$ cat src/rtl/output_stream_tx.sv
// output_stream_tx: requantizes 32-bit accumulations, buffers them in a FIFO
// and streams them onto the shared con_* bus once it has been taken over.
// Optional build macro: OUTPUT_STREAM_RELU_EN clamps negative results to zero.
module output_stream_tx #(
  parameter int IO_DATA_WIDTH      = 16,
  parameter int ACCUMULATION_WIDTH = 32,
  parameter int FEATURE_MAP_WIDTH  = 64,
  parameter int FEATURE_MAP_HEIGHT = 64,
  parameter int OUTPUT_NB_CHANNELS = 32,
  parameter int FIFO_DEPTH         = 8,
  parameter int BURST_THRESHOLD    = 4,
  parameter int OUT_SHIFT          = 8
) (
  input  logic                                  clk,
  input  logic                                  arst_n_in,
  input  logic                                  acc_valid,
  output logic                                  acc_ready,
  input  logic [ACCUMULATION_WIDTH-1:0]         acc_data,
  input  logic [$clog2(FEATURE_MAP_WIDTH)-1:0]  acc_x,
  input  logic [$clog2(FEATURE_MAP_HEIGHT)-1:0] acc_y,
  input  logic [$clog2(OUTPUT_NB_CHANNELS)-1:0] acc_ch,
  input  logic                                  acc_last,
  input  logic                                  bus_free,
  output logic [IO_DATA_WIDTH-1:0]              con_1,
  output logic [IO_DATA_WIDTH-1:0]              con_2,
  output logic [IO_DATA_WIDTH-1:0]              con_3,
  input  logic                                  con_ready,
  output logic                                  output_valid,
  output logic [$clog2(FEATURE_MAP_WIDTH)-1:0]  output_x,
  output logic [$clog2(FEATURE_MAP_HEIGHT)-1:0] output_y,
  output logic [$clog2(OUTPUT_NB_CHANNELS)-1:0] output_ch,
  output logic                                  driving_cons,
  output logic                                  tx_busy
);

  localparam int DW  = IO_DATA_WIDTH;
  localparam int AW  = ACCUMULATION_WIDTH;
  localparam int XW  = $clog2(FEATURE_MAP_WIDTH);
  localparam int YW  = $clog2(FEATURE_MAP_HEIGHT);
  localparam int CHW = $clog2(OUTPUT_NB_CHANNELS);
  localparam int PW  = $clog2(FIFO_DEPTH);
  localparam int CW  = PW + 1;
  localparam int EW  = DW + XW + YW + CHW;

  // Saturation bounds expressed at accumulation width; MIN is the bitwise
  // complement of MAX in two's complement.
  localparam logic signed [AW-1:0] SAT_MAX_C = AW'((64'sd1 <<< (DW - 1)) - 64'sd1);
  localparam logic signed [AW-1:0] SAT_MIN_C = ~SAT_MAX_C;

  typedef enum logic [1:0] {
    ST_IDLE     = 2'd0,
    ST_TURN_ON  = 2'd1,
    ST_SEND     = 2'd2,
    ST_TURN_OFF = 2'd3
  } state_t;

  // Arithmetic shift followed by clamping into the output lane range.
  function automatic logic [DW-1:0] requant(input logic signed [AW-1:0] a);
    logic signed [AW-1:0] sh;
    logic [DW-1:0]        r;
    sh = a >>> OUT_SHIFT;
`ifdef OUTPUT_STREAM_RELU_EN
    if (sh[AW-1]) begin
      r = {DW{1'b0}};
    end else if (sh > SAT_MAX_C) begin
      r = SAT_MAX_C[DW-1:0];
    end else begin
      r = sh[DW-1:0];
    end
`else
    if (sh > SAT_MAX_C) begin
      r = SAT_MAX_C[DW-1:0];
    end else if (sh < SAT_MIN_C) begin
      r = SAT_MIN_C[DW-1:0];
    end else begin
      r = sh[DW-1:0];
    end
`endif
    return r;
  endfunction

  state_t         state_r, state_nxt_s;
  logic [EW-1:0]  mem_r [FIFO_DEPTH];
  logic [PW-1:0]  wr_ptr_r, rd_ptr_r;
  logic [CW-1:0]  count_r;
  logic           pending_last_r;
  logic           push_s, pop_s, head_valid_s, drive_s, send_done_s;
  logic [EW-1:0]  head_s;

  assign acc_ready    = (count_r != CW'(FIFO_DEPTH));
  assign push_s       = acc_valid && acc_ready;
  assign head_valid_s = (state_r == ST_SEND) && (count_r != {CW{1'b0}});
  assign pop_s        = head_valid_s && con_ready;
  assign head_s       = mem_r[rd_ptr_r];

  // Result storage; contents need no reset since occupancy is tracked separately.
  always_ff @(posedge clk) begin
    if (push_s) begin
      mem_r[wr_ptr_r] <= {requant($signed(acc_data)), acc_x, acc_y, acc_ch};
    end
  end

  // FIFO pointers and occupancy.
  always_ff @(posedge clk or negedge arst_n_in) begin
    if (!arst_n_in) begin
      wr_ptr_r <= {PW{1'b0}};
      rd_ptr_r <= {PW{1'b0}};
      count_r  <= {CW{1'b0}};
    end else begin
      if (push_s) wr_ptr_r <= wr_ptr_r + PW'(1);
      if (pop_s)  rd_ptr_r <= rd_ptr_r + PW'(1);
      case ({push_s, pop_s})
        2'b10:   count_r <= count_r + CW'(1);
        2'b01:   count_r <= count_r - CW'(1);
        default: count_r <= count_r;
      endcase
    end
  end

  // Remembers that the layer's final result is buffered so a short tail still flushes.
  always_ff @(posedge clk or negedge arst_n_in) begin
    if (!arst_n_in) begin
      pending_last_r <= 1'b0;
    end else if (push_s && acc_last) begin
      pending_last_r <= 1'b1;
    end else if (send_done_s) begin
      pending_last_r <= 1'b0;
    end else begin
      pending_last_r <= pending_last_r;
    end
  end

  // Bus ownership state register.
  always_ff @(posedge clk or negedge arst_n_in) begin
    if (!arst_n_in) begin
      state_r <= ST_IDLE;
    end else begin
      state_r <= state_nxt_s;
    end
  end

  // Bus ownership sequencing: acquire, stream until drained, release with a gap.
  always_comb begin
    state_nxt_s = state_r;
    drive_s     = 1'b0;
    send_done_s = 1'b0;
    case (state_r)
      ST_IDLE: begin
        if (bus_free && ((count_r >= CW'(BURST_THRESHOLD)) ||
                         (pending_last_r && (count_r != {CW{1'b0}})))) begin
          state_nxt_s = ST_TURN_ON;
        end else begin
          state_nxt_s = ST_IDLE;
        end
      end
      ST_TURN_ON: begin
        drive_s     = 1'b1;
        state_nxt_s = ST_SEND;
      end
      ST_SEND: begin
        drive_s = 1'b1;
        if ((count_r == {CW{1'b0}}) || (pop_s && !push_s && (count_r == CW'(1)))) begin
          send_done_s = 1'b1;
          state_nxt_s = ST_TURN_OFF;
        end else begin
          state_nxt_s = ST_SEND;
        end
      end
      ST_TURN_OFF: begin
        state_nxt_s = ST_IDLE;
      end
      default: begin
        state_nxt_s = ST_IDLE;
      end
    endcase
  end

  assign driving_cons = drive_s;
  assign output_valid = head_valid_s;
  assign con_1        = head_valid_s ? head_s[EW-1 -: DW]          : {DW{1'b0}};
  assign output_x     = head_valid_s ? head_s[YW+CHW +: XW]        : {XW{1'b0}};
  assign output_y     = head_valid_s ? head_s[CHW +: YW]           : {YW{1'b0}};
  assign output_ch    = head_valid_s ? head_s[CHW-1:0]             : {CHW{1'b0}};
  assign con_2        = {DW{1'b0}};
  assign con_3        = {DW{1'b0}};
  assign tx_busy      = (count_r != {CW{1'b0}}) || (state_r != ST_IDLE);

endmodule
$ cat config.mk
export PLATFORM = sky130hd
export DESIGN_NAME = output_stream_tx
export DESIGN_NICKNAME = d
export VERILOG_FILES = /design/src/rtl/output_stream_tx.sv
export SDC_FILE = /design/constraint.sdc
export NUM_CORES = 1
export LEC_CHECK = 0
export CAP_MARGIN = 20
export CORE_UTILIZATION = 45
export DETAILED_ROUTE_END_ITERATION = 16
export GPL_TIMING_DRIVEN = 0
export HOLD_SLACK_MARGIN = 0.15
export PLACE_DENSITY = 0.72
export SYNTH_ARGS = -nofsm -noshare
export SYNTH_HDL_FRONTEND = slang
export SYNTH_SLANG_ARGS = --single-unit
$ cat constraint.sdc
create_clock -name clk -period 11.8 [get_ports clk]
set_input_delay 2.36 -clock clk [delete_from_list [all_inputs] [get_ports clk]]
set_output_delay 2.36 -clock clk [all_outputs]
set_load 0.1 [all_outputs]
==> reports/metrics.csv <==
metric,value,unit
nets@finish,754,
Internal Pwr Total,2.266,mW
antenna violations before repair,1,
chip height,159.3,um
total number of vias,5681,
cells resized by post-CTS repair,0,
CTS tree,done,
Fin Setup TNS,0,ns
Top-Level Pins,124,
row count,57,
number of global-route vias before repair,6040,
GPL Wtd Cong,0.7516,
"slowest stage delay, CP",1.15,ns
Root Buffer,clkbuf_16,
kind of critical path,reg2out,
slowest library cell on the worst path,clkdlybuf4s50_1,
Critical Path Start Type,flip-flop,
crit-path leading delay family,buffers and inverters,
CP arrival,3.97,ns
core area,0.02432,mm2
synthesis warning total,0,
most frequent cell after synthesis,edfxtp_1,
worst slew pin tran,1.028,ns
switch share,0.4131,
Logic pwr share,0.455,
Final Cell Area,0.01359,mm2
via/cell ratio,5.489,
layout cells sized above 1,0.2521,
ys async rst share,0.04693,
top post-synthesis cells by count,"264 x edfxtp_1, 66 x mux4_2, 35 x buf_4",
Setup crit end kind,primary output,
drc violations,0,
final hold slack,0.4933,ns
worst endpoint required time,9.44,ns
LEAKAGE,4.545,nW
PD cells,284.1,mW/mm2
# port buffers,82,
DPL Wire Length,15040,um
Final Hold Vio Count,0,
Yosys top cell area share,0.7123,
max_cap viols,0,
Cells after Synth,535,
fin crit share,0.5367,
sequential power share,0.336,
Tmin final,6.333,ns
largest cells by area after synthesis,"edfxtp_1 71%, mux4_2 13%, dfrtp_1 2.9%",
"Reg clk slew, reported paths",0.06,ns
CTS max path bufs,3,
hold buffer count at cts,0,
Avg WL per Cell,22.31,um
register area share after synthesis,0.7415,
first-pass GRT wire length,34920,um
number of flops mapped to enable cells by yosys,264,
CTS Buf Count,27,
Yosys top cell by area,edfxtp_1,
clk_lat worst skew,0.52,ns
unrepaired setup endpoints after global routing,no,
# fillers,1818,
clock power share,0.208,
CTS Sinks,277,
All-Layer GR Usage,0.1842,
worst hold path class,reg2reg,
setup violators final,0,
Layout Skew,0.005738,ns
VDD IR-drop max,0.0002271,V
1st-pass router iterations,5,
die width,159.3,um
most common flop cell mapped by yosys,edfxtp_1,
grt ovf,0,
buffer count from post-CTS setup fixing,0,
starting density of the core,0.4576,
"Distinct cells, synth",40,
fmax,157.9,MHz
remaining antenna violation count after routing,0,
Detailed Route Iter0 Violations,292,
Slew Limit Fails,0,
number of synthesized register bits,277,
pin count of the biggest net entering global routing,25,
CP bufs+invs,3,
DP Area,0.01276,mm2
mapped cell area,0.01113,mm2
Die Area,0.02537,mm2
NetSw,1.595,mW
crit path max fanout,10,
Rel. slew slack,0.3108,
CTS HTree Levels,1,
"Critical Path, Cell by Cell",inv_1 > ha_1 > nor3b_1 > nor3_2 > clkbuf_1 > a22o_1 > clkdlybuf4s50_1,
Layout area overhead,22.12,%
final wirelength,23090,um
synthesized area per cell,20.80,um2
outcome,"complete, no violations",
"Core Util, Final",0.5589,
[area by class of cell]
cell class / count / area [um2] / share of cell area
timing repair buffer: 96 / 1057 / 0.07779
clock buffer: 29 / 683.2 / 0.05026
antenna: 1 / 2.502 / 0.0001841
inverter: 6 / 22.52 / 0.001657
tap: 324 / 405.4 / 0.02983
buffer: 62 / 417.9 / 0.03075
multi-input combinational: 221 / 2608 / 0.1918
clock inverter: 19 / 142.6 / 0.01049
sequential: 277 / 8253 / 0.6072
[registers in the layout (all words and copies together), names as in the netlist]
name and cells:
pending_last_r 1, wr_ptr_r 3, rd_ptr_r 3, count_r 4
state_r 2, mem_r 264
[kinds of logic after synthesis]
| family | count (synthesis) | synth area share |
|---|---|---|
| xor gates and xnor gates | 8 | 0.006296 |
| other | 1 | 0.0003369 |
| DFF | 277 | 0.7415 |
| AOI/OAI and AO/OA | 54 | 0.04160 |
| buffers and inverters | 68 | 0.03957 |
| muxes | 69 | 0.1365 |
| and+or+nand+nor | 50 | 0.02518 |
| adders and majority gates | 8 | 0.008994 |
[cells in the final DEF, fill, tap and decap left out, types with 2 or more instances in the layout]
| cell type | n |
|---|---|
| nor4_1 | 2 |
| clkbuf_16 | 27 |
| mux4_2 | 66 |
| buf_6 | 9 |
| buf_16 | 3 |
| nand3_1 | 18 |
| nor3_2 | 3 |
| xor2_1 | 2 |
| a22o_1 | 30 |
| clkinv_2 | 8 |
| edfxtp_1 | 264 |
| inv_1 | 6 |
| buf_2 | 4 |
| a22o_2 | 3 |
| ha_1 | 8 |
| buf_12 | 3 |
| buf_1 | 2 |
| nor2_4 | 6 |
| conb_1 | 32 |
| a2bb2oi_1 | 15 |
| clkbuf_1 | 18 |
| buf_4 | 35 |
| xnor2_1 | 6 |
| bufinv_16 | 2 |
| nand2b_1 | 2 |
| nand3b_1 | 2 |
| buf_8 | 4 |
| and4_1 | 2 |
| a21oi_1 | 2 |
| nor2_1 | 2 |
| dfrtp_1 | 13 |
| clkinv_1 | 7 |
| nand2_1 | 5 |
| o21ai_0 | 2 |
| mux2_2 | 2 |
| clkdlybuf4s50_1 | 82 |
[metal layers]
| layer | share of wire | wire [um] | global-route usage |
|---|---|---|---|
| met1 | 0.41 | 9421 | 0.2388 |
| met2 | 0.51 | 11770 | 0.3216 |
| met3 | 0.059 | 1356 | 0.02631 |
| met4 | 0.023 | 535 | 0.05944 |
| met5 | 0 | 0 | 0 |
[path summary, 6_finish.rpt]
kind                                                  from                    endpoint  slack (ns)  depth (start not counted)
worst max-delay path                count_r[0]$_DFFE_PN0P_                   con_1[14]        5.47                          7
worst min-delay path            pending_last_r$_DFFE_PN0P_  pending_last_r$_DFFE_PN0P_        0.49                          1
worst max register to register      count_r[0]$_DFFE_PN0P_      mem_r[0][28]$_DFFE_PP_        8.84                          7
worst min register to register  pending_last_r$_DFFE_PN0P_  pending_last_r$_DFFE_PN0P_        0.49                          1
max in group asynchronous                        arst_n_in      count_r[0]$_DFFE_PN0P_        9.17                          1
min in group asynchronous                        arst_n_in      count_r[3]$_DFFE_PN0P_        2.22                          1
[power by group through the flow]
stage | clock network [mW] | registers (mW) | logic [mW]
5_1_grt | 0.852 | 1.31 | 1.83
3_5_place_dp | 0 | 1.32 | 1.77
4_1_cts | 0.815 | 1.30 | 1.77
3_3_place_gp | 0 | 1.32 | 1.69
6_report | 0.805 | 1.30 | 1.76
2_1_floorplan | 0 | 1.30 | 1.33
[worst reg2reg max path, stage by stage, from the launching register on]
cell and delay [ns]:
dfrtp_1 0.45, inv_1 0.08, ha_1 0.27, nand3b_1 0.25, nand3b_1 0.34, nor3_2 0.87, buf_6 0.26, buf_6 0.17
[stage by stage]
stage	worst slack [ns]	std cells	total power, mW
after detailed placement	5.949	986	3.087
after floorplan	6.510	566	2.630
after global placement	3.587	972	3.014
final	5.467	1035	3.861
after CTS	5.372	1034	3.888
after global routing	5.292	1035	3.995
Note: power is estimated with default switching activity, not from simulation.
==> patch 1 (config.mk and constraints unchanged) <==
Build with the macro `OUTPUT_STREAM_RELU_EN` defined.
--- a/src/rtl/output_stream_tx.sv
+++ b/src/rtl/output_stream_tx.sv
@@ -1,6 +1,8 @@
 // output_stream_tx: requantizes 32-bit accumulations, buffers them in a FIFO
 // and streams them onto the shared con_* bus once it has been taken over.
 // Optional build macro: OUTPUT_STREAM_RELU_EN clamps negative results to zero.
+`define OUTPUT_STREAM_RELU_EN
+
 module output_stream_tx #(
   parameter int IO_DATA_WIDTH      = 16,
   parameter int ACCUMULATION_WIDTH = 32,
Formal check against the unedited RTL: not equivalent (Yosys sat finds a counterexample within 4 cycles, from zero or initial values and one cycle with arst_n_in low).
==> patch 1 against the original RTL <==
Synthesized area shrank 0.92%; total power increased by 0.35%; hold slack is essentially flat; global-route usage is 0.56 points higher; sequential cell count is the same; non-clock buffer count fell by 2; largest power group unchanged; wire length decreased by 1.3%; critical path type unchanged; final area decreased by 0.34%; die area down 0.91%; worst setup slack got worse by 0.057 ns.
==> patch 1: results (changes against the original RTL) <==
Worst-Margin Slew 1.03 ns (+0.00361 ns); number of port buffers 83 (+1.2%); Total GRT Usage 0.190 (+0.00558); vias in the first global route 5,888 (-2.5%); RePlAce Congestion 0.705 (-6.2%); Sw Pwr 1.59 mW (-0.55%); total CTS buffers 27 (unchanged); average wire per standard cell 22.0 µm (-1.2%); drt via density 5.34 (-2.7%); Biggest register mem_r; status completed; Crit Path Max Fanout 10 (unchanged); Layout Nets 757 (+0.40%); syn_area_per_cell 20.8 µm² (+0.20%); post-synth cell types 36 (-10%); Commonest cells post-synth edfxtp_1, mux4_2, buf_4; Worst Setup EP output_y[2]; Placed Area 0.0127 mm² (-0.48%); LEAKAGE 4.54 nW (-0.12%); share of cells above drive strength 1 0.244 (-0.00807); Worst Clk Skew 0.0180 ns (+0.0123 ns); critical path's top delay family buffers and inverters; drt total wl 22.8 mm (-1.3%); minimum clock period 6.39 ns (+0.0570 ns); register area share after synthesis 0.748 (+0.00690); reg2reg end mem_r[1][22]$_DFFE_PP_; largest net degree at the start of global routing 22 (-12%); Seq pwr share 0.335 (about the same); peak supply drop 263 µV (+16%); worst slack, placed 5.91 ns (-0.0416 ns); DPL Wire Length 14.6 mm (-2.8%); Power Total 3.87 mW (+0.35%); ys flop type edfxtp_1; Crit-path slowest cell clkdlybuf4s50_1; Synth area leaders edfxtp_1, mux4_2, dfrtp_1, a22o_1, buf_4; placed cells 984 (-0.20%); first drt pass iteration count 4 (-1); Post-synth ARST share 0.0469 (unchanged); first-pass GRT wire length 34.1 mm (-2.4%); flop2flop setup slack 8.88 ns (+0.04 ns); Iter 0 DRT Violations 358 (+23%); CP arrival 4.03 ns (+0.06 ns); root buffer cell clkbuf_16
==> patch 1: cell count changes in the layout (fill, tap and decap cells not counted), sizes merged, moves of 5 or more <==
cell / unedited run / this run
conb: 32 / 40
a2bb2oi: 15 / 0
nor2: 8 / 23
clkinv: 16 / 11
nand3: 18 / 3
nor3: 3 / 18
==> patch 1: cells by family after synthesis <==
| group | synth area share |
|---|---|
| xor+xnor | 0.00635 |
| flops | 0.748 |
| compound gates | 0.0297 |
| simple gates | 0.0293 |
| other cells | 0.000340 |
| fa+ha+maj | 0.00908 |
| buf+inv | 0.0390 |
| mux | 0.138 |
==> patch 1: area by class of cell <==
type	count	area, µm²
Antenna cell	1	2.50
Multi-Input combinational cell	226	2540
Inverter	6	22.5
Sequential cell	277	8250
Fill cell	1733	10200
Timing Repair Buffer	97	1070
Tap cell	319	399
Clock buffer	34	702
Clock inverter	14	139
Buffer	59	408
==> patch 1: worst min-delay path by stage <==
stage	start	slack [ns]	cells past startpoint	endpoint
6_report	pending_last_r$_DFFE_PN0P_	0.49	1	pending_last_r$_DFFE_PN0P_
5_1_grt	pending_last_r$_DFFE_PN0P_	0.55	1	pending_last_r$_DFFE_PN0P_
4_1_cts	pending_last_r$_DFFE_PN0P_	0.50	1	pending_last_r$_DFFE_PN0P_
3_5_place_dp	pending_last_r$_DFFE_PN0P_	0.48	1	pending_last_r$_DFFE_PN0P_
3_3_place_gp	pending_last_r$_DFFE_PN0P_	0.47	1	pending_last_r$_DFFE_PN0P_
2_1_floorplan	pending_last_r$_DFFE_PN0P_	0.46	1	pending_last_r$_DFFE_PN0P_
==> patch 1: layer usage <==
metal	track usage	share of wire	vias up
met2	0.348	0.53	231
li1	-	-	2431
met3	0.0343	0.078	36
met5	0	0	-
met1	0.227	0.37	2820
met4	0.0577	0.022	0
==> patch 2 (config.mk and constraints unchanged) <==
Without the edit above. Make the reset (`arst_n_in`) synchronous in 3 clocked blocks.
--- a/src/rtl/output_stream_tx.sv
+++ b/src/rtl/output_stream_tx.sv
@@ -101,7 +101,7 @@
   end
 
   // FIFO pointers and occupancy.
-  always_ff @(posedge clk or negedge arst_n_in) begin
+  always_ff @(posedge clk) begin
     if (!arst_n_in) begin
       wr_ptr_r <= {PW{1'b0}};
       rd_ptr_r <= {PW{1'b0}};
@@ -118,7 +118,7 @@
   end
 
   // Remembers that the layer's final result is buffered so a short tail still flushes.
-  always_ff @(posedge clk or negedge arst_n_in) begin
+  always_ff @(posedge clk) begin
     if (!arst_n_in) begin
       pending_last_r <= 1'b0;
     end else if (push_s && acc_last) begin
@@ -131,7 +131,7 @@
   end
 
   // Bus ownership state register.
-  always_ff @(posedge clk or negedge arst_n_in) begin
+  always_ff @(posedge clk) begin
     if (!arst_n_in) begin
       state_r <= ST_IDLE;
     end else begin
Formal check against the unedited RTL: differs if arst_n_in is asserted again (counterexample within 4 cycles, from zero or initial values and one cycle with arst_n_in low); with arst_n_in held inactive, the same outputs for 4 cycles.
==> patch 2 against the original RTL <==
Wire length is 0.67% higher; final area is 2.1% higher; largest cell class unchanged; final cell count is 3.2% higher; utilization is 1.0 points higher; maximum frequency is 3.7% higher; synthesized area is 0.99% higher; non-clock buffer count is 8 higher; worst setup slack better by 0.23 ns; critical endpoint is now con_1[6]; sequential cell count is 3 higher; clock skew is 0.0056 ns higher; first-iteration DRC count is 51% higher.
Power is not compared: it rests on default switching activity, and its combinational part moved more than twofold at a synthesized area within 25%.
==> patch 2: results (changes against the original RTL) <==
worst slack, placed 6.16 ns (+0.213 ns); reg2reg end mem_r[1][6]$_DFFE_PP_; share of cells above drive strength 1 0.269 (+0.0167); Placed Area 0.0129 mm² (+1.2%); hold depth 2 (+1); M3 GR Usage 0.0252 (-0.00111); post-synth cell types 34 (-15%); RR Startpoint count_r[0]$_SDFFE_PN0P_; DPL Wire Length 15.5 mm (+3.2%); hold slack 0.481 ns (-0.0123 ns); Synth area leaders edfxtp_1, mux4_2, dfxtp_1, a22o_1, buf_4; RePlAce Congestion 0.724 (-3.7%); status completed; Antenna Diode Count 0 (-1); Power Total about 2.2 mW; Post-synth ARST share 0 (-0.0469); wire length on met1 9.47 mm (+0.55%); drt total wl 23.2 mm (+0.67%); drt via density 5.44 (-0.97%); Post-Synth XOR/XNOR Area 0.00156 (-0.00474); initial antenna violation count 0 (-1); Total GRT Usage 0.184 (+0.000315); WL met3 1.50 mm (+11%); mux contribution to synthesized area 0.138 (+0.00111); Post-Synth Adder-Cell Area 0.00891 (-0.0000881)
[patch 2: cell type report]
type                    instances  area [µm²]
clock inverters                16         205
multi-input cells             241        2700
plain buffers                  62         428
clock buffers                  34         764
inverters                       7        26.3
repair buffers                104        1100
fillers                      1788       10500
flip-flops and latches        280        8250
well taps                     324         405
[patch 2: worst max-delay path by stage]
stage               depth (start not counted)  slack (ns)                    start                     end
floorplan                                   2        5.62                acc_valid   mem_r[0][0]$_DFFE_PP_
global placement                            3        1.84                acc_valid  mem_r[0][11]$_DFFE_PP_
detailed placement                          7        6.16  count_r[0]$_SDFFE_PN0P_                con_1[9]
CTS                                         7        5.60  count_r[0]$_SDFFE_PN0P_                con_1[9]
global route                                7        5.48  count_r[0]$_SDFFE_PN0P_                con_1[9]
finish                                      7        5.69  count_r[0]$_SDFFE_PN0P_                con_1[6]
